==> src/rtl/i2c_config_seq.sv <==
// Codec register-table sequencer: walks a ROM of 16-bit words and
// writes each one to the I2C host as START/addr/hi/lo/STOP with retries.
module i2c_config_seq #(
  parameter logic [6:0] DEV_ADDR   = 7'h1A,
  parameter int         NUM_REGS   = 11,
  parameter int         MAX_RETRY  = 3,
  parameter int         GAP_CYCLES = 1024,
  localparam int        IW = (NUM_REGS > 1) ? $clog2(NUM_REGS) : 1
) (
  input  logic          clk,
  input  logic          rst_n,
  input  logic          go,
  output logic          busy,
  output logic          done,
  output logic          error,
  output logic [IW-1:0] err_idx,
  output logic [IW-1:0] tbl_idx,
  input  logic [15:0]   tbl_data,
  output logic          i2c_start,
  output logic          i2c_stop,
  output logic          i2c_write,
  output logic          i2c_read,
  output logic [7:0]    i2c_wr_data,
  input  logic          i2c_done,
  input  logic          i2c_ack
);

  localparam int RW = (MAX_RETRY > 0) ? $clog2(MAX_RETRY + 1) : 1;
  localparam int GW = $clog2(GAP_CYCLES + 1);

  typedef enum logic [2:0] {
    IDLE, FETCH, ISSUE, WAIT, GAP, FIN
  } state_t;

  state_t        state_q, state_d;
  logic [2:0]    step_q, step_d;
  logic [IW-1:0] idx_q, idx_d;
  logic [IW-1:0] eidx_q, eidx_d;
  logic [RW-1:0] retry_q, retry_d;
  logic [GW-1:0] gap_q, gap_d;
  logic [15:0]   word_q, word_d;
  logic [7:0]    wdata_q, wdata_d;
  logic          fail_q, fail_d;
  logic          fph_q, fph_d;
  logic          busy_q, busy_d;
  logic          done_q, done_d;
  logic          err_q, err_d;
  logic          start_q, start_d;
  logic          stop_q, stop_d;
  logic          wr_q, wr_d;

  always_ff @(posedge clk or negedge rst_n) begin
    if (!rst_n) begin
      state_q <= IDLE;
      step_q  <= '0;
      idx_q   <= '0;
      eidx_q  <= '0;
      retry_q <= '0;
      gap_q   <= '0;
      word_q  <= '0;
      wdata_q <= '0;
      fail_q  <= 1'b0;
      fph_q   <= 1'b0;
      busy_q  <= 1'b0;
      done_q  <= 1'b0;
      err_q   <= 1'b0;
      start_q <= 1'b0;
      stop_q  <= 1'b0;
      wr_q    <= 1'b0;
    end else begin
      state_q <= state_d;
      step_q  <= step_d;
      idx_q   <= idx_d;
      eidx_q  <= eidx_d;
      retry_q <= retry_d;
      gap_q   <= gap_d;
      word_q  <= word_d;
      wdata_q <= wdata_d;
      fail_q  <= fail_d;
      fph_q   <= fph_d;
      busy_q  <= busy_d;
      done_q  <= done_d;
      err_q   <= err_d;
      start_q <= start_d;
      stop_q  <= stop_d;
      wr_q    <= wr_d;
    end
  end

  always_comb begin
    state_d = state_q;
    step_d  = step_q;
    idx_d   = idx_q;
    eidx_d  = eidx_q;
    retry_d = retry_q;
    gap_d   = gap_q;
    word_d  = word_q;
    wdata_d = wdata_q;
    fail_d  = fail_q;
    fph_d   = fph_q;
    busy_d  = busy_q;
    err_d   = err_q;
    done_d  = 1'b0;
    start_d = 1'b0;
    stop_d  = 1'b0;
    wr_d    = 1'b0;
    unique case (state_q)
      IDLE: begin
        if (go) begin
          busy_d  = 1'b1;
          err_d   = 1'b0;
          idx_d   = '0;
          retry_d = '0;
          fail_d  = 1'b0;
          fph_d   = 1'b0;
          state_d = FETCH;
        end
      end
      FETCH: begin
        // first cycle lets the sync ROM catch up with idx_q
        if (!fph_q) begin
          fph_d = 1'b1;
        end else begin
          fph_d   = 1'b0;
          word_d  = tbl_data;
          step_d  = 3'd0;
          state_d = ISSUE;
        end
      end
      ISSUE: begin
        state_d = WAIT;
        unique case (1'b1)
          (step_q == 3'd0): start_d = 1'b1;
          (step_q == 3'd1): begin
            wr_d    = 1'b1;
            wdata_d = {DEV_ADDR, 1'b0};
          end
          (step_q == 3'd2): begin
            wr_d    = 1'b1;
            wdata_d = word_q[15:8];
          end
          (step_q == 3'd3): begin
            wr_d    = 1'b1;
            wdata_d = word_q[7:0];
          end
          default: stop_d = 1'b1;
        endcase
      end
      WAIT: begin
        if (i2c_done) begin
          state_d = ISSUE;
          if (step_q == 3'd0) begin
            step_d = 3'd1;
          end else if (step_q >= 3'd4) begin
            gap_d   = GW'(GAP_CYCLES - 1);
            state_d = GAP;
          end else if (i2c_ack) begin
            step_d = step_q + 3'd1;
          end else begin
            fail_d = 1'b1;
            step_d = 3'd4;
          end
        end
      end
      GAP: begin
        if (gap_q != '0) begin
          gap_d = gap_q - GW'(1);
        end else if (fail_q) begin
          if (retry_q < RW'(MAX_RETRY)) begin
            retry_d = retry_q + RW'(1);
            fail_d  = 1'b0;
            state_d = FETCH;
          end else begin
            err_d   = 1'b1;
            eidx_d  = idx_q;
            state_d = FIN;
          end
        end else if (idx_q == IW'(NUM_REGS - 1)) begin
          done_d  = 1'b1;
          state_d = FIN;
        end else begin
          idx_d   = idx_q + IW'(1);
          retry_d = '0;
          state_d = FETCH;
        end
      end
      FIN: begin
        busy_d  = 1'b0;
        state_d = IDLE;
      end
      default: state_d = IDLE;
    endcase
  end

  assign busy        = busy_q;
  assign done        = done_q;
  assign error       = err_q;
  assign err_idx     = eidx_q;
  assign tbl_idx     = idx_q;
  assign i2c_start   = start_q;
  assign i2c_stop    = stop_q;
  assign i2c_write   = wr_q;
  assign i2c_read    = 1'b0;
  assign i2c_wr_data = wdata_q;

endmodule

==> config.mk <==
export PLATFORM = sky130hd
export DESIGN_NAME = i2c_config_seq
export DESIGN_NICKNAME = d
export VERILOG_FILES = /design/src/rtl/i2c_config_seq.sv
export SDC_FILE = /design/constraint.sdc
export NUM_CORES = 1
export LEC_CHECK = 0
export BUFFER_PORTS_ARGS = -buffer_cell sky130_fd_sc_hd__buf_2
export CAP_MARGIN = 10
export CORE_UTILIZATION = 39
export DETAILED_ROUTE_END_ITERATION = 16
export PLACE_DENSITY = 0.6
export SYNTH_ARGS = -nofsm -noshare
export SYNTH_HDL_FRONTEND = slang
export SYNTH_SLANG_ARGS = --single-unit
==> constraint.sdc <==
create_clock -name clk -period 4.42 [get_ports clk]
set_clock_uncertainty 0.05 [all_clocks]
set_input_delay 0.884 -clock clk [delete_from_list [all_inputs] [get_ports clk]]
set_output_delay 0.884 -clock clk [all_outputs]
set_load 0.02 [all_outputs]
==> out/summary.md <==
* 0 — total setup violations reported at the end of the flow
* 1655 ps — DP Worst Slack
* 70 ps — CTS clk-pin slew, worst paths
* sky130_fd_sc_hd__dfrtp_1 (51%), sky130_fd_sc_hd__mux2_2 (10%), sky130_fd_sc_hd__ha_1 (3.9%) — top post-synthesis cells by area
* 595.1 mW/mm^2 — power density relative to cell area
* 87.83 um — die boundary height
* 1050 ps — Slowest Stage Delay on Critical Path
* 291 — Mapped Nets
* 0 — count of warnings emitted by yosys
* 261 — gate count after technology mapping
* flip-flop to flip-flop — category of the most critical setup path
* 9873 um — global-route wire length before repair
* 31.39% — share of cells above drive strength 1
* 0 — quantity of hold-fixing buffers added after cts
* 335 — Final Net Count
* 78 — Detailed Route Iter0 Violations
* step_q[0] — worst setup path startpoint
* 0.7789 — placer's final routability congestion estimate
* flip-flop to flip-flop — worst min-delay path class
* 45.9% — Flop pwr share
* 4110 um — HPWL Detailed
* 44 — count of pins on the block boundary
* 11.59% — share of cell area taken by muxes after synthesis
* 0.001295 W — Power Internal
* 3 — H-tree levels
* 2777 ps — Tmin final
* 0 ps — final-layout setup total negative slack
* 0 — count of maximum capacitance violations
* yes — TritonCTS clock tree
* 51.39% — post-synth top area share
* 2088 — vias in the first global route
* 45 — maximum number of pins on one net before global-route repair
* sky130_fd_sc_hd__ha_1 — CP most frequent cell
* 2960 ps — CP arrival
* 5878 um — aggregate routed wire length
* 0 — antenna diode count
* error — source of the worst hold timing path
* 0 — antenna-violating nets left
* 0.006944 mm^2 — Std-Cell Core Area
* 1178 ps — slew at the pin closest to its max-slew limit
* sky130_fd_sc_hd__dfrtp_1 — largest area contributor in the netlist
* false — setup repair after global routing missed its margin
* sky130_fd_sc_hd__dfrtp_1 — most common flop cell mapped by yosys
* 35.49% — fraction of power spent switching nets
* 0.002873 mm^2 — area of the mapped netlist
* 9 — clock buffers created by TritonCTS
* 0 — total count of hold-check failures in the final report
* flip-flop — nature of the critical path endpoint
* 100.0% — async set or reset register ratio after synthesis
* 15.68% — simple logic cell fraction of the synthesized area
* 0.3049% — xor and xnor fraction of the mapped netlist area
* 4600 ps — required time reported for the critical path endpoint
* step_q[0] — origin of the critical flop-to-flop path
* 0.007713 mm^2 — Die Area
* 13 — worst-path fanout max
* 0 — number of pins exceeding their max-slew limit in the final report
* 2109 — total number of vias
* 42 — count of port buffers added during placement
* 0 — remaining global-route overflow
* flip-flop — CP Launch Type
* 17.38% — post-synthesis to final-layout area growth
* 2 — Clock Tree Buf Depth
* 3.920% — synthesized-area fraction occupied by adder cells
* 0 — initial antenna violation count
* 13.89% — Compound-Gate Fraction of Synth Area
* 0.0007121 W — switching power of the nets
* 51.39% — sequential-to-total area share from yosys stat
* 17.15% — global-route total usage across every layer
* 1 — Buf/Inv on CP
* 1.543 nW — static power due to leakage
* finished clean — result of the run
* 29.1% — combinational share of power
* 0.003372 mm^2 — fin area
* 20.24% — Slew HR
* 30 — Site Rows
* 0 — Post-CTS Setup Bufs
* 4 — number of iterations in the first detailed-routing pass
* 0.003171 mm^2 — Placement Cell Area
* 264.6 uV — worst vdd ir
* 0.3601 GHz — max frequency
* ha_1 > ha_1 > o311ai_1 > inv_1 > mux2_2 — cell-by-cell trace of the critical path
* 0 — CTS-repair resized insts
* 340 ps — clock latency on the worst-skew pair
* 87.83 um — width of the chip
* 14.51 um — routed length per instance
* 11.01 um^2 — synthesized area divided by synthesized cell count
* 0 — number of enable flip-flop cells after synthesis
* 0 — residual DRC count
* sky130_fd_sc_hd__o311ai_1 — slowest library cell on the worst path
* simple AND/OR/NAND/NOR gates — combinational family with the most area after synthesis
* 1643 ps — post-layout worst setup margin
* 49 — count of unique library cells instantiated by Yosys
* 5.207 — Via-to-Cell Ratio
* 59 — count of state elements after synthesis
* 62.83% — share of the clock period used by the worst path
* compound AO/OA/AOI/OAI gates — dominant delay contributor by cell family on the critical path
* sky130_fd_sc_hd__clkbuf_8 — cell at the root of the clock tree
* 41.37% — effective utilization at floorplan
* 59 — sinks on the clock net
* 25.1% — portion of total power attributed to the clock network
==> final timing paths <==
check / end / slack, ps / cells after the start
worst max-delay path: i2c_wr_data[5] / 1640 / 5
worst min-delay path: error / 430 / 1
worst max register to register: i2c_wr_data[5] / 1640 / 5
worst min register to register: error / 430 / 1
max in group asynchronous: fail_q / 2870 / 2
min in group asynchronous: tbl_idx[3] / 650 / 1
==> logic make-up (layout without fill, tap and decap cells) <==
logic type	count (synthesis)	after routing
other	1	1
buffers and inverters	22	70
adders and majority gates	9	9
xor gates and xnor gates	1	1
AOI/OAI and AO/OA	57	57
muxes	30	30
DFF	59	59
and+or+nand+nor	82	82
==> metal layers <==
metal  vias up  GRT usage (%)  share of wire (%)
met1      1028          23.07                 48
met3         9          4.618                4.0
met5         -              0                  0
met2        40          25.09                 46
met4         0          9.389                2.1
li1       1032              -                  -
==> final cells by class <==
cell class	count	area, um^2
inverters	11	41.29
multi-input cells	180	1308
repair buffers	44	225.2
clock inverters	4	50.05
clock buffers	11	151.4
flip-flops and latches	59	1476
well taps	96	120.1
fillers	665	3572
==> worst register-to-register path, delay by kind of cell, from the launching register on <==
| family | cells | cell delay (ps) |
|---|---|---|
| fa+ha+maj | 2 | 540 |
| buf+inv | 1 | 260 |
| compound gates | 1 | 1050 |
| flops | 1 | 420 |
| mux | 1 | 340 |
==> sequential cells by signal, summed over array words and instances, names as in the netlist <==
| register | count |
|---|---|
| gap_q | 11 |
| tbl_idx | 4 |
| fail_q | 1 |
| state_q | 3 |
| i2c_write | 1 |
| i2c_wr_data | 8 |
| step_q | 3 |
| busy | 1 |
| i2c_start | 1 |
| i2c_stop | 1 |
| done | 1 |
| fph_q | 1 |
| retry_q | 2 |
| word_q | 16 |
| error | 1 |
| err_idx | 4 |
==> Yosys cell counts (5+ instances only) <==
| cell | count |
|---|---|
| sky130_fd_sc_hd__a21oi_1 | 8 |
| sky130_fd_sc_hd__a22oi_1 | 8 |
| sky130_fd_sc_hd__nand3_1 | 6 |
| sky130_fd_sc_hd__mux2_2 | 26 |
| sky130_fd_sc_hd__dfrtp_1 | 59 |
| sky130_fd_sc_hd__nor2_1 | 18 |
| sky130_fd_sc_hd__ha_1 | 9 |
| sky130_fd_sc_hd__nand2_1 | 25 |
| sky130_fd_sc_hd__inv_1 | 11 |
| sky130_fd_sc_hd__nor3_1 | 5 |
| sky130_fd_sc_hd__nor2b_1 | 5 |
| sky130_fd_sc_hd__clkbuf_1 | 8 |
| sky130_fd_sc_hd__o21ai_0 | 14 |
==> power groups by stage <==
stage | Clock (W) | Sequential, W | Combinational, W
2_1_floorplan | 0 | 0.000906 | 0.000429
3_3_place_gp | 0 | 0.000927 | 0.000573
3_5_place_dp | 0 | 0.000931 | 0.000588
4_1_cts | 0.000513 | 0.000923 | 0.000591
5_1_grt | 0.000538 | 0.000956 | 0.000657
6_report | 0.000503 | 0.000920 | 0.000584
==> stage by stage <==
step / hold slack [ps] / cells / utilization, % / power (W)
3_5_place_dp: 416.7 / 390 / 45.66 / 0.001520
2_1_floorplan: 411.8 / 261 / - / 0.001335
3_3_place_gp: 412.1 / 390 / 45.66 / 0.001501
6_report: 429.3 / 405 / 48.56 / 0.002007
5_1_grt: 457.6 / 405 / 48.56 / 0.002151
4_1_cts: 432.9 / 405 / 48.56 / 0.002026
==> placed cells by master, fill, tap and decap left out, types with 6 or more instances in the layout <==
master,n
sky130_fd_sc_hd__a21oi_1,8
sky130_fd_sc_hd__o21ai_0,14
sky130_fd_sc_hd__inv_1,11
sky130_fd_sc_hd__nand2_1,25
sky130_fd_sc_hd__a22oi_1,8
sky130_fd_sc_hd__mux2_2,26
sky130_fd_sc_hd__nor2_1,18
sky130_fd_sc_hd__dfrtp_1,59
sky130_fd_sc_hd__ha_1,9
sky130_fd_sc_hd__buf_2,42
sky130_fd_sc_hd__clkbuf_8,11
sky130_fd_sc_hd__nand3_1,6
Note: power is estimated with default switching activity, not from simulation.
